<file path="config.mk">
export PLATFORM = sky130hd
export DESIGN_NAME = dmem_arbiter_flat
export DESIGN_NICKNAME = d
export VERILOG_FILES = /design/src/rtl/dmem_arb_pkg.sv /design/src/rtl/dmem_arb_if.sv /design/src/rtl/dmem_arbiter_nic_burst_ctr.sv /design/src/rtl/dmem_arbiter.sv /design/src/flat_wrapper.sv
export SDC_FILE = /design/constraint.sdc
export NUM_CORES = 1
export LEC_CHECK = 0
export ABC_AREA = 1
export CORE_AREA = 2 2 193 195
export DETAILED_ROUTE_END_ITERATION = 10
export DIE_AREA = 0 0 195 197
export PLACE_DENSITY = 0.44
export SYNTH_ARGS = -nofsm -noshare
export SYNTH_HDL_FRONTEND = slang
export SYNTH_SLANG_ARGS = --single-unit
</file>
<file path="constraint.sdc">
create_clock -name clk -period 5.04 [get_ports clk]
set_input_delay 0.756 -clock clk [delete_from_list [all_inputs] [get_ports clk]]
set_output_delay 0.756 -clock clk [all_outputs]
set_load 0.05 [all_outputs]
</file>
<file path="src/rtl/dmem_arb_pkg.sv">
// Shared types and default widths for the data-memory arbiter.
package dmem_arb_pkg;

  localparam int unsigned ADDR_W_DEF    = 32;
  localparam int unsigned DATA_W_DEF    = 64;
  localparam int unsigned MAX_BURST_DEF = 4;

  typedef enum logic [1:0] {
    IDLE      = 2'd0,
    NIC_GRANT = 2'd1,
    NIC_BURST = 2'd2
  } state_e;

  // Which requester owns the read data returning this cycle
  typedef enum logic [1:0] {
    OWN_NONE = 2'd0,
    OWN_CORE = 2'd1,
    OWN_NIC  = 2'd2
  } owner_e;

  function automatic int unsigned len_w(input int unsigned max_burst);
    return (max_burst > 1) ? $clog2(max_burst) : 1;
  endfunction

endpackage

</file>
<file path="src/rtl/dmem_arb_if.sv">
// Core, NIC and memory-port signals of the data-memory arbiter.
interface dmem_arb_if #(
  parameter int unsigned ADDR_W    = dmem_arb_pkg::ADDR_W_DEF,
  parameter int unsigned DATA_W    = dmem_arb_pkg::DATA_W_DEF,
  parameter int unsigned MAX_BURST = dmem_arb_pkg::MAX_BURST_DEF
);
  import dmem_arb_pkg::*;

  localparam int unsigned LEN_W = len_w(MAX_BURST);

  logic              core_memEn;
  logic              core_memWrEn;
  logic [ADDR_W-1:0] core_addr;
  logic [DATA_W-1:0] core_wdata;
  logic [DATA_W-1:0] core_rdata;
  logic              core_wait;

  logic              nic_req;
  logic              nic_wr;
  logic [ADDR_W-1:0] nic_addr;
  logic [LEN_W-1:0]  nic_len;
  logic [DATA_W-1:0] nic_wdata;
  logic              nic_beat;
  logic [DATA_W-1:0] nic_rdata;
  logic              nic_rvalid;
  logic              nic_done;

  logic              mem_en;
  logic              mem_wr_en;
  logic [ADDR_W-1:0] mem_addr;
  logic [DATA_W-1:0] mem_wdata;
  logic [DATA_W-1:0] mem_rdata;

  // Arbiter side
  modport slave (
    input  core_memEn, core_memWrEn, core_addr, core_wdata,
    output core_rdata, core_wait,
    input  nic_req, nic_wr, nic_addr, nic_len, nic_wdata,
    output nic_beat, nic_rdata, nic_rvalid, nic_done,
    output mem_en, mem_wr_en, mem_addr, mem_wdata,
    input  mem_rdata
  );

  // Environment side: requesters and memory
  modport master (
    output core_memEn, core_memWrEn, core_addr, core_wdata,
    input  core_rdata, core_wait,
    output nic_req, nic_wr, nic_addr, nic_len, nic_wdata,
    input  nic_beat, nic_rdata, nic_rvalid, nic_done,
    input  mem_en, mem_wr_en, mem_addr, mem_wdata,
    output mem_rdata
  );

endinterface

</file>
<file path="src/rtl/dmem_arbiter_nic_burst_ctr.sv">
// NIC burst sequencer: latched base/len/dir, beat counter, wrapped beat address.
module nic_burst_ctr
  import dmem_arb_pkg::*;
#(
  parameter int unsigned ADDR_W = ADDR_W_DEF,
  parameter int unsigned LEN_W  = 2
) (
  input  logic              clk,
  input  logic              rst_n,
  input  logic              load,
  input  logic              adv,
  input  logic              wr,
  input  logic [ADDR_W-1:0] base,
  input  logic [LEN_W-1:0]  len,
  output logic [ADDR_W-1:0] beat_addr_c,
  output logic              last_beat_c,
  output logic              wr_q
);

  logic [ADDR_W-1:0] base_q;
  logic [LEN_W-1:0]  len_q;
  logic [LEN_W-1:0]  beat_q;

  always_ff @(posedge clk or negedge rst_n) begin
    if (!rst_n) begin
      base_q <= '0;
      len_q  <= '0;
      beat_q <= '0;
      wr_q   <= 1'b0;
    end else if (load) begin
      base_q <= base;
      len_q  <= len;
      beat_q <= '0;
      wr_q   <= wr;
    end else if (adv) begin
      beat_q <= beat_q + LEN_W'(1);
    end
  end

  // Address wraps naturally at ADDR_W bits
  assign beat_addr_c = base_q + ADDR_W'(beat_q);
  assign last_beat_c = (beat_q == len_q);

endmodule

</file>
<file path="src/rtl/dmem_arbiter.sv">
// Shares the single-port data memory between the core (single beats) and NIC bursts.
// Define DMEM_ARB_RR_EN for alternating core/NIC priority; otherwise the core always wins.
module dmem_arbiter
  import dmem_arb_pkg::*;
#(
  parameter int unsigned ADDR_W    = ADDR_W_DEF,
  parameter int unsigned DATA_W    = DATA_W_DEF,
  parameter int unsigned MAX_BURST = MAX_BURST_DEF
) (
  input  logic       clk,
  input  logic       reset,
  dmem_arb_if.slave  bus
);

  localparam int unsigned LEN_W = len_w(MAX_BURST);

  state_e state_q, state_d;
  owner_e rd_owner_q, rd_owner_d;
  logic   rd_last_q, rd_last_d;
`ifdef DMEM_ARB_RR_EN
  logic   pri_q, pri_d;
`endif

  logic              core_grant_c;
  logic              ctr_load_c;
  logic              beat_c;
  logic              mem_en_c;
  logic              mem_wr_en_c;
  logic [ADDR_W-1:0] mem_addr_c;
  logic [DATA_W-1:0] mem_wdata_c;
  logic [ADDR_W-1:0] beat_addr_c;
  logic              last_beat_c;
  logic              burst_wr_q;

  nic_burst_ctr #(
    .ADDR_W (ADDR_W),
    .LEN_W  (LEN_W)
  ) u_burst_ctr (
    .clk         (clk),
    .rst_n       (reset),
    .load        (ctr_load_c),
    .adv         (beat_c),
    .wr          (bus.nic_wr),
    .base        (bus.nic_addr),
    .len         (bus.nic_len),
    .beat_addr_c (beat_addr_c),
    .last_beat_c (last_beat_c),
    .wr_q        (burst_wr_q)
  );

  always_ff @(posedge clk or negedge reset) begin
    if (!reset) begin
      state_q    <= IDLE;
      rd_owner_q <= OWN_NONE;
      rd_last_q  <= 1'b0;
`ifdef DMEM_ARB_RR_EN
      pri_q      <= 1'b0;
`endif
    end else begin
      state_q    <= state_d;
      rd_owner_q <= rd_owner_d;
      rd_last_q  <= rd_last_d;
`ifdef DMEM_ARB_RR_EN
      pri_q      <= pri_d;
`endif
    end
  end

  always_comb begin
    state_d      = state_q;
    rd_owner_d   = OWN_NONE;
    rd_last_d    = 1'b0;
    core_grant_c = 1'b0;
    ctr_load_c   = 1'b0;
    beat_c       = 1'b0;
    mem_en_c     = 1'b0;
    mem_wr_en_c  = 1'b0;
    mem_addr_c   = '0;
    mem_wdata_c  = '0;
`ifdef DMEM_ARB_RR_EN
    pri_d        = pri_q;
`endif
    unique case (state_q)
      IDLE: begin
        // Grant is gated by reset so the memory port stays quiet while held
`ifdef DMEM_ARB_RR_EN
        core_grant_c = reset & bus.core_memEn & ~(bus.nic_req & pri_q);
`else
        core_grant_c = reset & bus.core_memEn;
`endif
        if (core_grant_c) begin
          mem_en_c    = 1'b1;
          mem_wr_en_c = bus.core_memWrEn;
          mem_addr_c  = bus.core_addr;
          mem_wdata_c = bus.core_wdata;
          rd_owner_d  = bus.core_memWrEn ? OWN_NONE : OWN_CORE;
`ifdef DMEM_ARB_RR_EN
          pri_d       = 1'b1;
`endif
        end else if (bus.nic_req) begin
          state_d = NIC_GRANT;
        end
      end
      NIC_GRANT: begin
        ctr_load_c = 1'b1;
        state_d    = NIC_BURST;
      end
      NIC_BURST: begin
        beat_c      = 1'b1;
        mem_en_c    = 1'b1;
        mem_wr_en_c = burst_wr_q;
        mem_addr_c  = beat_addr_c;
        mem_wdata_c = bus.nic_wdata;
        if (!burst_wr_q) begin
          rd_owner_d = OWN_NIC;
          rd_last_d  = last_beat_c;
        end
        if (last_beat_c) begin
          state_d = IDLE;
`ifdef DMEM_ARB_RR_EN
          pri_d   = 1'b0;
`endif
        end
      end
      default: state_d = IDLE;
    endcase
  end

  assign bus.mem_en     = mem_en_c;
  assign bus.mem_wr_en  = mem_wr_en_c;
  assign bus.mem_addr   = mem_addr_c;
  assign bus.mem_wdata  = mem_wdata_c;
  assign bus.core_wait  = bus.core_memEn & ~core_grant_c;
  assign bus.nic_beat   = beat_c;

  // Read data is steered by who issued the read one cycle earlier
  assign bus.core_rdata = (rd_owner_q == OWN_CORE) ? bus.mem_rdata : '0;
  assign bus.nic_rdata  = (rd_owner_q == OWN_NIC)  ? bus.mem_rdata : '0;
  assign bus.nic_rvalid = (rd_owner_q == OWN_NIC);
  assign bus.nic_done   = (beat_c & burst_wr_q & last_beat_c) | rd_last_q;

endmodule

</file>
<file path="src/flat_wrapper.sv">
// flat-port wrapper written by rule: the top's interface ports become plain ports
module dmem_arbiter_flat import dmem_arb_pkg::*;
#(
  parameter int unsigned ADDR_W    = ADDR_W_DEF,
  parameter int unsigned DATA_W    = DATA_W_DEF,
  parameter int unsigned MAX_BURST = MAX_BURST_DEF
)
  (clk, reset, bus_core_memEn, bus_core_memWrEn, bus_core_addr, bus_core_wdata, bus_core_rdata, bus_core_wait, bus_nic_req, bus_nic_wr, bus_nic_addr, bus_nic_len, bus_nic_wdata, bus_nic_beat, bus_nic_rdata, bus_nic_rvalid, bus_nic_done, bus_mem_en, bus_mem_wr_en, bus_mem_addr, bus_mem_wdata, bus_mem_rdata);
  dmem_arb_if #(.ADDR_W(ADDR_W), .DATA_W(DATA_W), .MAX_BURST(MAX_BURST)) bus_i ();
  input  logic clk;
  input  logic reset;
  input wire logic [$bits(bus_i.core_memEn)-1:0] bus_core_memEn;
  input wire logic [$bits(bus_i.core_memWrEn)-1:0] bus_core_memWrEn;
  input wire logic [$bits(bus_i.core_addr)-1:0] bus_core_addr;
  input wire logic [$bits(bus_i.core_wdata)-1:0] bus_core_wdata;
  output wire logic [$bits(bus_i.core_rdata)-1:0] bus_core_rdata;
  output wire logic [$bits(bus_i.core_wait)-1:0] bus_core_wait;
  input wire logic [$bits(bus_i.nic_req)-1:0] bus_nic_req;
  input wire logic [$bits(bus_i.nic_wr)-1:0] bus_nic_wr;
  input wire logic [$bits(bus_i.nic_addr)-1:0] bus_nic_addr;
  input wire logic [$bits(bus_i.nic_len)-1:0] bus_nic_len;
  input wire logic [$bits(bus_i.nic_wdata)-1:0] bus_nic_wdata;
  output wire logic [$bits(bus_i.nic_beat)-1:0] bus_nic_beat;
  output wire logic [$bits(bus_i.nic_rdata)-1:0] bus_nic_rdata;
  output wire logic [$bits(bus_i.nic_rvalid)-1:0] bus_nic_rvalid;
  output wire logic [$bits(bus_i.nic_done)-1:0] bus_nic_done;
  output wire logic [$bits(bus_i.mem_en)-1:0] bus_mem_en;
  output wire logic [$bits(bus_i.mem_wr_en)-1:0] bus_mem_wr_en;
  output wire logic [$bits(bus_i.mem_addr)-1:0] bus_mem_addr;
  output wire logic [$bits(bus_i.mem_wdata)-1:0] bus_mem_wdata;
  input wire logic [$bits(bus_i.mem_rdata)-1:0] bus_mem_rdata;
  assign bus_i.core_memEn = bus_core_memEn;
  assign bus_i.core_memWrEn = bus_core_memWrEn;
  assign bus_i.core_addr = bus_core_addr;
  assign bus_i.core_wdata = bus_core_wdata;
  assign bus_core_rdata = bus_i.core_rdata;
  assign bus_core_wait = bus_i.core_wait;
  assign bus_i.nic_req = bus_nic_req;
  assign bus_i.nic_wr = bus_nic_wr;
  assign bus_i.nic_addr = bus_nic_addr;
  assign bus_i.nic_len = bus_nic_len;
  assign bus_i.nic_wdata = bus_nic_wdata;
  assign bus_nic_beat = bus_i.nic_beat;
  assign bus_nic_rdata = bus_i.nic_rdata;
  assign bus_nic_rvalid = bus_i.nic_rvalid;
  assign bus_nic_done = bus_i.nic_done;
  assign bus_mem_en = bus_i.mem_en;
  assign bus_mem_wr_en = bus_i.mem_wr_en;
  assign bus_mem_addr = bus_i.mem_addr;
  assign bus_mem_wdata = bus_i.mem_wdata;
  assign bus_i.mem_rdata = bus_mem_rdata;
  dmem_arbiter #(.ADDR_W(ADDR_W), .DATA_W(DATA_W), .MAX_BURST(MAX_BURST)) u_core (.clk(clk), .reset(reset), .bus(bus_i));
endmodule
</file>
* After elaboration in Yosys (flattened, before gate mapping)
Index checks and enable logic that the tools add are counted.
Cells by class: $add $sub $neg 2, equal/unequal tests 8, mux-type cells 25, bitwise logic cells 6, reduce and logical (&&, ||, !) cells 3
Operators by type and width (count):
- 64-bit two-way mux | 3
- 64-bit one-hot mux with 2 select lines | 1
- 32-bit one-hot mux with 2 select lines | 1
- 32-bit by 2-bit adder with 32-bit output | 1
- 32-bit two-way mux | 1
- 2-bit two-way mux | 7
- 1-bit two-way mux | 8
- 2-bit one-hot mux with 3 select lines | 1
- 1-bit AND | 4
- 2-bit by 1-bit == test with 1-bit output, second input constant | 2
- 2-bit == test, second input constant | 2
- 2-bit != test, second input constant | 2
- 1-bit one-hot mux with 2 select lines | 2
- 2-bit one-hot mux with 2 select lines | 1
- 3-bit AND reduction | 1
- 2-bit by 1-bit adder with 2-bit output, second input constant | 1
- 2-bit == test | 1
- 2-bit logical NOT | 1
- 2-bit by 1-bit != test with 1-bit output, second input constant | 1
- 2-bit nonzero test | 1
- 1-bit NOT | 1
- 1-bit OR | 1
Word-level totals: bits in registers 42, word-level logic and storage cells 51

* Longest topological paths before layout
Gate-level depths: netlist of the first run.
depth in word-level cells 5, mapped depth 10, depth with buffers taken out 10

* Modules after synthesis
Synthesis of the first run repeated with hierarchy kept, for this count alone.
Second synthesis, totals: cell total of the unflattened synthesis 1112, area, all modules 5383.9 um^2
Modules (own cells, without submodules):
- dmem_arbiter | instances 1, cells an instance 750, area an instance 2980.4 um^2, sequential area each 125.1 um^2
- nic_burst_ctr | instances 1, cells an instance 362, area an instance 2403.6 um^2, sequential area each 925.9 um^2

* Worst setup path before layout of the first run
Ideal clock, no wire load.
kind reg2out, start register u_core.state_q[0], end output port bus_mem_addr[4], arrival 2546 ps, required time 4284 ps, path slack 1738 ps, cell stages (with the launch flop) 7, path buffers 2, path through dfrtp_1 inv_1 ha_1 clkbuf_1 buf_2 inv_1 o21ai_0
Between the ends: word-level cells in the longest chain between the ends 2, elaborated cells between the ends (all ways) 3, classes of those cells 1 x eq/ne; 1 x mux; 1 x reduce/logical
Ends and longest elaborated chain:
- from (decl) | line dmem_arbiter.sv:17 | state_e state_q, state_d;
- from (signal assigned) | line dmem_arbiter.sv:60 | state_q <= state_d;
- 2-bit == test or 2-bit logical NOT (tied branches) | line dmem_arbiter.sv:83 | unique case (state_q)
- 32-bit one-hot mux with 2 select lines * | line dmem_arbiter.sv:83
- to (decl) | line flat_wrapper.sv:29 | output wire logic [$bits(bus_i.mem_addr)-1:0] bus_mem_addr;
Every way passes the cells marked *; elsewhere a longest branch is shown, timed or not.

* Worst setup path after layout of the first run
start register u_core.state_q[0], end output port bus_mem_wdata[36]
Between the ends: word-level cells in the longest chain between the ends 2, elaborated cells between the ends (all ways) 3, classes of those cells 1 x eq/ne; 1 x mux; 1 x reduce/logical
Ends and longest elaborated chain:
- 2-bit == test or 2-bit logical NOT (tied branches) | line dmem_arbiter.sv:83
- 64-bit one-hot mux with 2 select lines * | line dmem_arbiter.sv:83
- to (decl) | line flat_wrapper.sv:30 | output wire logic [$bits(bus_i.mem_wdata)-1:0] bus_mem_wdata;
Marks and branches as above.

==> reports/qor.yml, run 1 <==
critical_path:
  required_ns: 4.28
  worst_setup_path_start_kind: "flip-flop"
  rr_worst_depth: 4
  rr_startpoint: "u_core.state_q[0]"
  r2r_slack_ns: 3.18
  cp_max_fo: 55
  crit_path_end_kind: "primary output"
  r2r_end: "u_core.rd_last_q"
  crit_arrival_ns: 3.18
  worstSetupPathType: "flip-flop to primary output"
route:
  drtPass1Iterations: 4
  top_layer: "met5"
  wl_met1_mm: 14.0
  drtIter0Drc: 308
  dr_wl_met3_mm: 2.08
  vias_per_cell: 3.90
  wirelength_mm: 34.9
  wl_met2_mm: 17.5
  wire_per_inst_um: 20.4
  drcViolationCount: 0
  ant_nets: 0
  num_vias: 6680
yosys:
  synth_mux_area_share_pct: 0
  synth_cells: 770
  async_flop_share_pct: 100
  synth_area_per_cell_um2: 5.75
  synthSimpleGateAreaFrac_pct: 40.7
  synth_area_um2: 4430
  yosysTopAreaCell: "dfrtp_1"
  synthAdderAreaFrac_pct: 1.87
  synth_nets: 1040
  yosys_warnings: 0
  synth_compound_area_share_pct: 19.7
  synth_edf_count: 0
  synth_top_area_share_pct: 23.7
  ys_seq_elements: 42
  synth_top_family_by_area: "simple AND/OR/NAND/NOR gates"
  synth_flop_cell: "dfrtp_1"
  synth_cell_types: 27
  synth.area.top_cells: "dfrtp_1, nand2_1, nor2_1"
  synth_seq_area_share_pct: 23.7
  synth_xor_area_share_pct: 0
cells_and_area:
  final_cells: 1713
  fill_cells: 3999
  syn2layout_area_growth_pct: 127
  layout_commonest_cell: "clkdlybuf4s50_1"
  finalNetCount: 1507
  register_area_um2: 1050
  drive_gt1_share_pct: 3.31
  multi_input_comb_area_um2: 2770
  final_cell_mix: "clkdlybuf4s50_1, nand2_1, nor2_1, inv_1, a22o_1"
clocking:
  cts_max_level: 2
  clkLatencyLatePin_ns: 0.29
  cts_hold_buffers: 0
  cts_setup_buffers: 0
  cts_tree: "yes"
  clkSinkCount: 42
  cts_buffers: 5
  clk_path_buf_depth: 2
  cts.reportedPaths.clkPinSlew_ns: 0.07
  root_buffer: "clkbuf_16"
  cts-resized-gates: 0
floorplanning:
  pin_count: 494
  die_h_um: 197
  core.rowCount: 70
  start_util_pct: 12.2
  die_area_um2: 38400
  core_area_um2: 36300
  die_w_um: 195
sta:
  fin_worst_skew_ns: 0.00947
  min_period_ns: 3.93
  fin_setup_tns_ns: 0
  final_hold_viol_count: 0
  slew_viol_final: 0
  fmax_ghz: 0.254
  slew_headroom_pct: 25.1
  worstMarginPinSlew_ns: 1.12
  period_share_pct: 78.0
  finalSetupViolations: 0
  rsz0062_at_grt: "no"
min_path:
  hold_path.class: "flip-flop to flip-flop"
  hold_depth: 1
  hold_end: "u_core.rd_owner_q[1]"
  hp-start: "u_core.u_burst_ctr.wr_q"
job:
  cap_violations: 0
global_routing:
  track_usage_pct: 17.2
  grt_max_degree: 69
  grt_pass1_vias: 6708
  grt_pass1_wl_mm: 47.8
  overflow: 0
  antenna_found_initial: 12
placement:
  place_congestion: 0.878
  hpwl_mm: 29.8
  placed_cells: 1698
  io_buffers: 493
power_and_ir_drop:
  p_per_area_nw_per_um2: 442
  p_leak_nw: 4.24
  ir_worst_vdd_mv: 0.200
run_status:
  outcome: "completed"
-- cell families (layout without fill, tap and decap cells) --
kind of cell             Yosys count  after routing
other                              0              7
AO/OA/AOI/OAI                    123            123
buffers and inverters            157            625
AND/OR/NAND/NOR                  442            442
adder cells (fa/ha/maj)            6              6
flip-flops                        42             42
-- sequential cells by signal, summed over array words and instances (netlist names) --
register	cells
u_core.rd_owner_q	2
u_core.u_burst_ctr.base_q	32
u_core.state_q	2
u_core.u_burst_ctr.beat_q	2
u_core.u_burst_ctr.wr_q	1
u_core.u_burst_ctr.len_q	2
u_core.rd_last_q	1
-- per-stage QoR --
step / area, µm² / setup WS (ns) / power [mW] / utilization (%) / hold WS (ns)
2_1_floorplan: 4430 / 1.74 / 2.77 / - / 0.448
3_3_place_gp: 9840 / 1.13 / 4.06 / 27.1 / 0.466
3_5_place_dp: 9840 / 1.15 / 4.05 / 27.1 / 0.471
6_report: 10000 / 1.11 / 4.43 / 27.7 / 0.485
5_1_grt: 10000 / 0.926 / 4.70 / 27.6 / 0.526
4_1_cts: 10000 / 1.11 / 4.47 / 27.6 / 0.483
-- worst max-delay path, stage by stage, from the launching register on --
cell	delay (ns)
dfrtp_1	0.41
inv_1	0.13
ha_4	0.62
buf_4	0.56
a22o_1	0.28
clkdlybuf4s50_1	0.84
-- how the worst max path moves through the flow --
stage	to	cells after the start	start
2_1_floorplan	bus_mem_addr[4]	6	u_core.state_q[0]
3_3_place_gp	bus_mem_wdata[54]	6	bus_core_memEn
3_5_place_dp	bus_mem_wdata[54]	6	bus_core_memEn
4_1_cts	bus_mem_wdata[36]	5	u_core.state_q[0]
5_1_grt	bus_mem_wdata[36]	5	u_core.state_q[0]
6_report	bus_mem_wdata[36]	5	u_core.state_q[0]
-- cells in the mapped netlist (3+ instances only) --
library cell	number
inv_2	3
dfrtp_1	42
o21ai_0	50
nand2_1	203
nand3_1	42
nand2_2	3
inv_1	114
a22o_1	66
ha_1	5
clkbuf_1	23
o21ai_1	3
nand2_4	3
buf_2	14
nor2_1	174
nor2_2	8
-- area by class of cell --
class | count | share of cell area [%]
diodes | 7 | 0.175
clock buffers | 5 | 1.25
clock inverters | 3 | 0.486
inverters | 117 | 4.39
multi-input cells | 571 | 27.6
flip-flops and latches | 42 | 10.5
well taps | 468 | 5.84
repair buffers | 500 | 49.8
-- where the power goes --
part           total (mW)  switching (mW)  internal (mW)
Sequential          0.666           0.167          0.499
Combinational        3.36            2.26           1.10
Clock               0.401           0.164          0.238
Total                4.43            2.60           1.84
-- metal layers --
layer,up-vias,GRT usage [%]
met5,-,0
met4,8,6.53
met3,44,4.60
met2,256,30.6
met1,3013,19.6
li1,3359,-
(Power assumes the default switching activity.)
==> inputs of run 2 (changes only) <==
Settings changed: CORE_AREA 2 2 193 195 to 2 2 190 192, DIE_AREA 0 0 195 197 to 0 0 192 194, PLACE_DENSITY 0.44 to 0.45.
Clock period 5.04 ns to 4 ns, I/O delays scaled along.
==> reports/qor.yml, run 2 (synthesis results as in run 1) <==
cells_and_area:
  final_cell_mix: "clkdlybuf4s50_1, nand2_1, nor2_1, inv_1, buf_12"
  layout_commonest_cell: "clkdlybuf4s50_1"
  fill_cells: 3849  # -3.8%
  largest-register: "u_core.u_burst_ctr.base_q"
  finalNetCount: 1506  # -0.066%
  syn2layout_area_growth_pct: 140
  drive_gt1_share_pct: 10.5  # +7.2 points
  largest_reg_flops: 32  # unchanged
global_routing:
  grt_pass1_wl_mm: 48.5  # +1.5%
  grt_pass1_vias: 6771  # +0.94%
  track_usage_pct: 18.0  # +0.82 points
  antenna_found_initial: 7  # -5
  overflow: 0  # unchanged
  grt_max_degree: 85  # +23%
critical_path:
  worstSetupPathType: "flip-flop to primary output"
  rr_startpoint: "u_core.state_q[1]"
  crit_arrival_ns: 2.83  # -0.35 ns
  worst_setup_path_start_kind: "flip-flop"
  critPathLaunch: "u_core.u_burst_ctr.beat_q[0]"
  required_ns: 3.40  # -0.88 ns
  cp_max_fo: 6  # -89%
  crit_path_end_kind: "primary output"
clocking:
  cts_setup_buffers: 0  # unchanged
  clk_path_buf_depth: 2  # unchanged
  cts-resized-gates: 0  # unchanged
  clkSinkCount: 42  # unchanged
  cts_tree: "yes"
  root_buffer: "clkbuf_16"
  cts.reportedPaths.clkPinSlew_ns: 0.07  # about the same
  cts_buffers: 5  # unchanged
  clkLatencyLatePin_ns: 0.29  # about the same
  cts_max_level: 2  # unchanged
  cts_hold_buffers: 0  # unchanged
power_and_ir_drop:
  combPwrFrac_pct: 78.0  # +2.1 points
  ir_worst_vdd_mv: 0.264  # +32%
  p_seq_share_pct: 13.9  # -1.1 points
  p_per_area_nw_per_um2: 574  # +30%
  switching_share_pct: 55.9  # -2.7 points
  p_int_mw: 2.68  # +46%
  clock_power_share_pct: 8.1  # -1.0 points
  p_total_mw: 6.08  # +37%
  p_leak_nw: 4.61  # +8.6%
  switchingPower_mw: 3.40  # +31%
sta:
  final_hold_viol_count: 0  # unchanged
  slew_headroom_pct: 24.8  # -0.33 points
  fin_setup_tns_ns: 0  # unchanged
  rsz0062_at_grt: "no"
  worstMarginPinSlew_ns: 1.13  # +0.00495 ns
  min_period_ns: 3.43
  fin_worst_skew_ns: 0.00851  # -0.000962 ns
  period_share_pct: 85.7
  fmax_ghz: 0.292
  slew_viol_final: 0  # unchanged
  finalSetupViolations: 0  # unchanged
route:
  vias_per_cell: 4.02  # +3.1%
  drcViolationCount: 0  # unchanged
  wirelength_mm: 35.3  # +1.1%
  num_vias: 6835  # +2.3%
  wire_per_inst_um: 20.7  # +1.9%
  drtPass1Iterations: 5  # +1
  drtIter0Drc: 433  # +41%
  ant_nets: 0  # unchanged
min_path:
  hold_path.class: "input pin to async pin"
placement:
  hpwl_mm: 30.1  # +1.2%
  io_buffers: 493  # unchanged
  place_congestion: 0.950  # +8.1%
floorplanning:
  die_h_um: 194  # -1.5%
  core_area_um2: 35200  # -2.9%
  die_w_um: 192  # -1.5%
  pin_count: 494  # unchanged
  core.rowCount: 69  # -1.4%
  die_area_um2: 37200  # -3.0%
  start_util_pct: 12.6  # +0.36 points
job:
  cap_violations: 0  # unchanged
run_status:
  outcome: "completed"
-- run 2: cell count changes in the layout (fill, tap and decap cells not counted) --
cell,previous run,this run
clkdlybuf4s50_1,492,402
buf_12,1,67
buf_4,6,29
diode_2,7,2
-- run 2: critical path: stages, from the launching register on --
cell,delay (ns)
dfrtp_1,0.41
ha_1,0.24
fa_1,0.45
nand3_2,0.16
inv_2,0.05
nand2_2,0.11
nor2_4,0.07
nand3_1,0.07
nand3_1,0.09
nand2_1,0.08
clkdlybuf4s50_1,0.79
-- run 2: final cells by class --
| cell class | count | area (µm²) | area share [%] |
|---|---|---|---|
| diodes | 2 | 5.00 | 0.0472 |
| flip-flops and latches | 42 | 1050 | 9.91 |
| well taps | 461 | 577 | 5.44 |
| clock buffers | 5 | 125 | 1.18 |
| clock inverters | 3 | 48.8 | 0.460 |
| inverters | 117 | 440 | 4.15 |
| repair buffers | 499 | 5590 | 52.7 |
| multi-input cells | 571 | 2770 | 26.1 |
-- run 2: worst paths after layout --
path | to | slack, ns | cells past startpoint
worst max-delay path | bus_mem_addr[20] | 0.57 | 10
worst min-delay path | u_core.u_burst_ctr.base_q[22] | 0.52 | 2
worst max register to register | u_core.u_burst_ctr.base_q[19] | 2.18 | 5
worst min register to register | u_core.u_burst_ctr.base_q[0] | 0.52 | 2
max in group asynchronous | u_core.u_burst_ctr.base_q[3] | 3.07 | 2
min in group clk | u_core.u_burst_ctr.base_q[0] | 0.52 | 2
-- run 2: power groups by stage --
stage          clock (mW)  sequential, mW  combinational [mW]
3_5_place_dp            0           0.846                4.79
2_1_floorplan           0           0.781                2.71
6_report            0.494           0.844                4.75
5_1_grt             0.521           0.879                5.02
3_3_place_gp            0           0.847                4.79
4_1_cts             0.505           0.841                4.81
-- run 2: routing by layer --
layer,up-vias,wire (µm),global-route usage [%]
li1,3348,-,-
met1,3124,13700,21.1
met2,323,18400,33.7
met3,30,2670,3.91
met4,10,505,2.88
met5,-,60,0
-- run 2: metrics by stage --
| stage | cells | util [%] | worst slack [ns] | hold WS (ns) | area, µm² |
|---|---|---|---|---|---|
| after detailed placement | 1690 | 29.6 | 0.801 | 0.514 | 10400 |
| after global routing | 1699 | 30.1 | 0.434 | 0.567 | 10600 |
| after floorplan | 770 | - | 0.854 | 0.304 | 4430 |
| after CTS | 1698 | 30.1 | 0.561 | 0.527 | 10600 |
| final | 1700 | 30.1 | 0.573 | 0.518 | 10600 |
| after global placement | 1690 | 29.6 | 0.842 | 0.496 | 10400 |
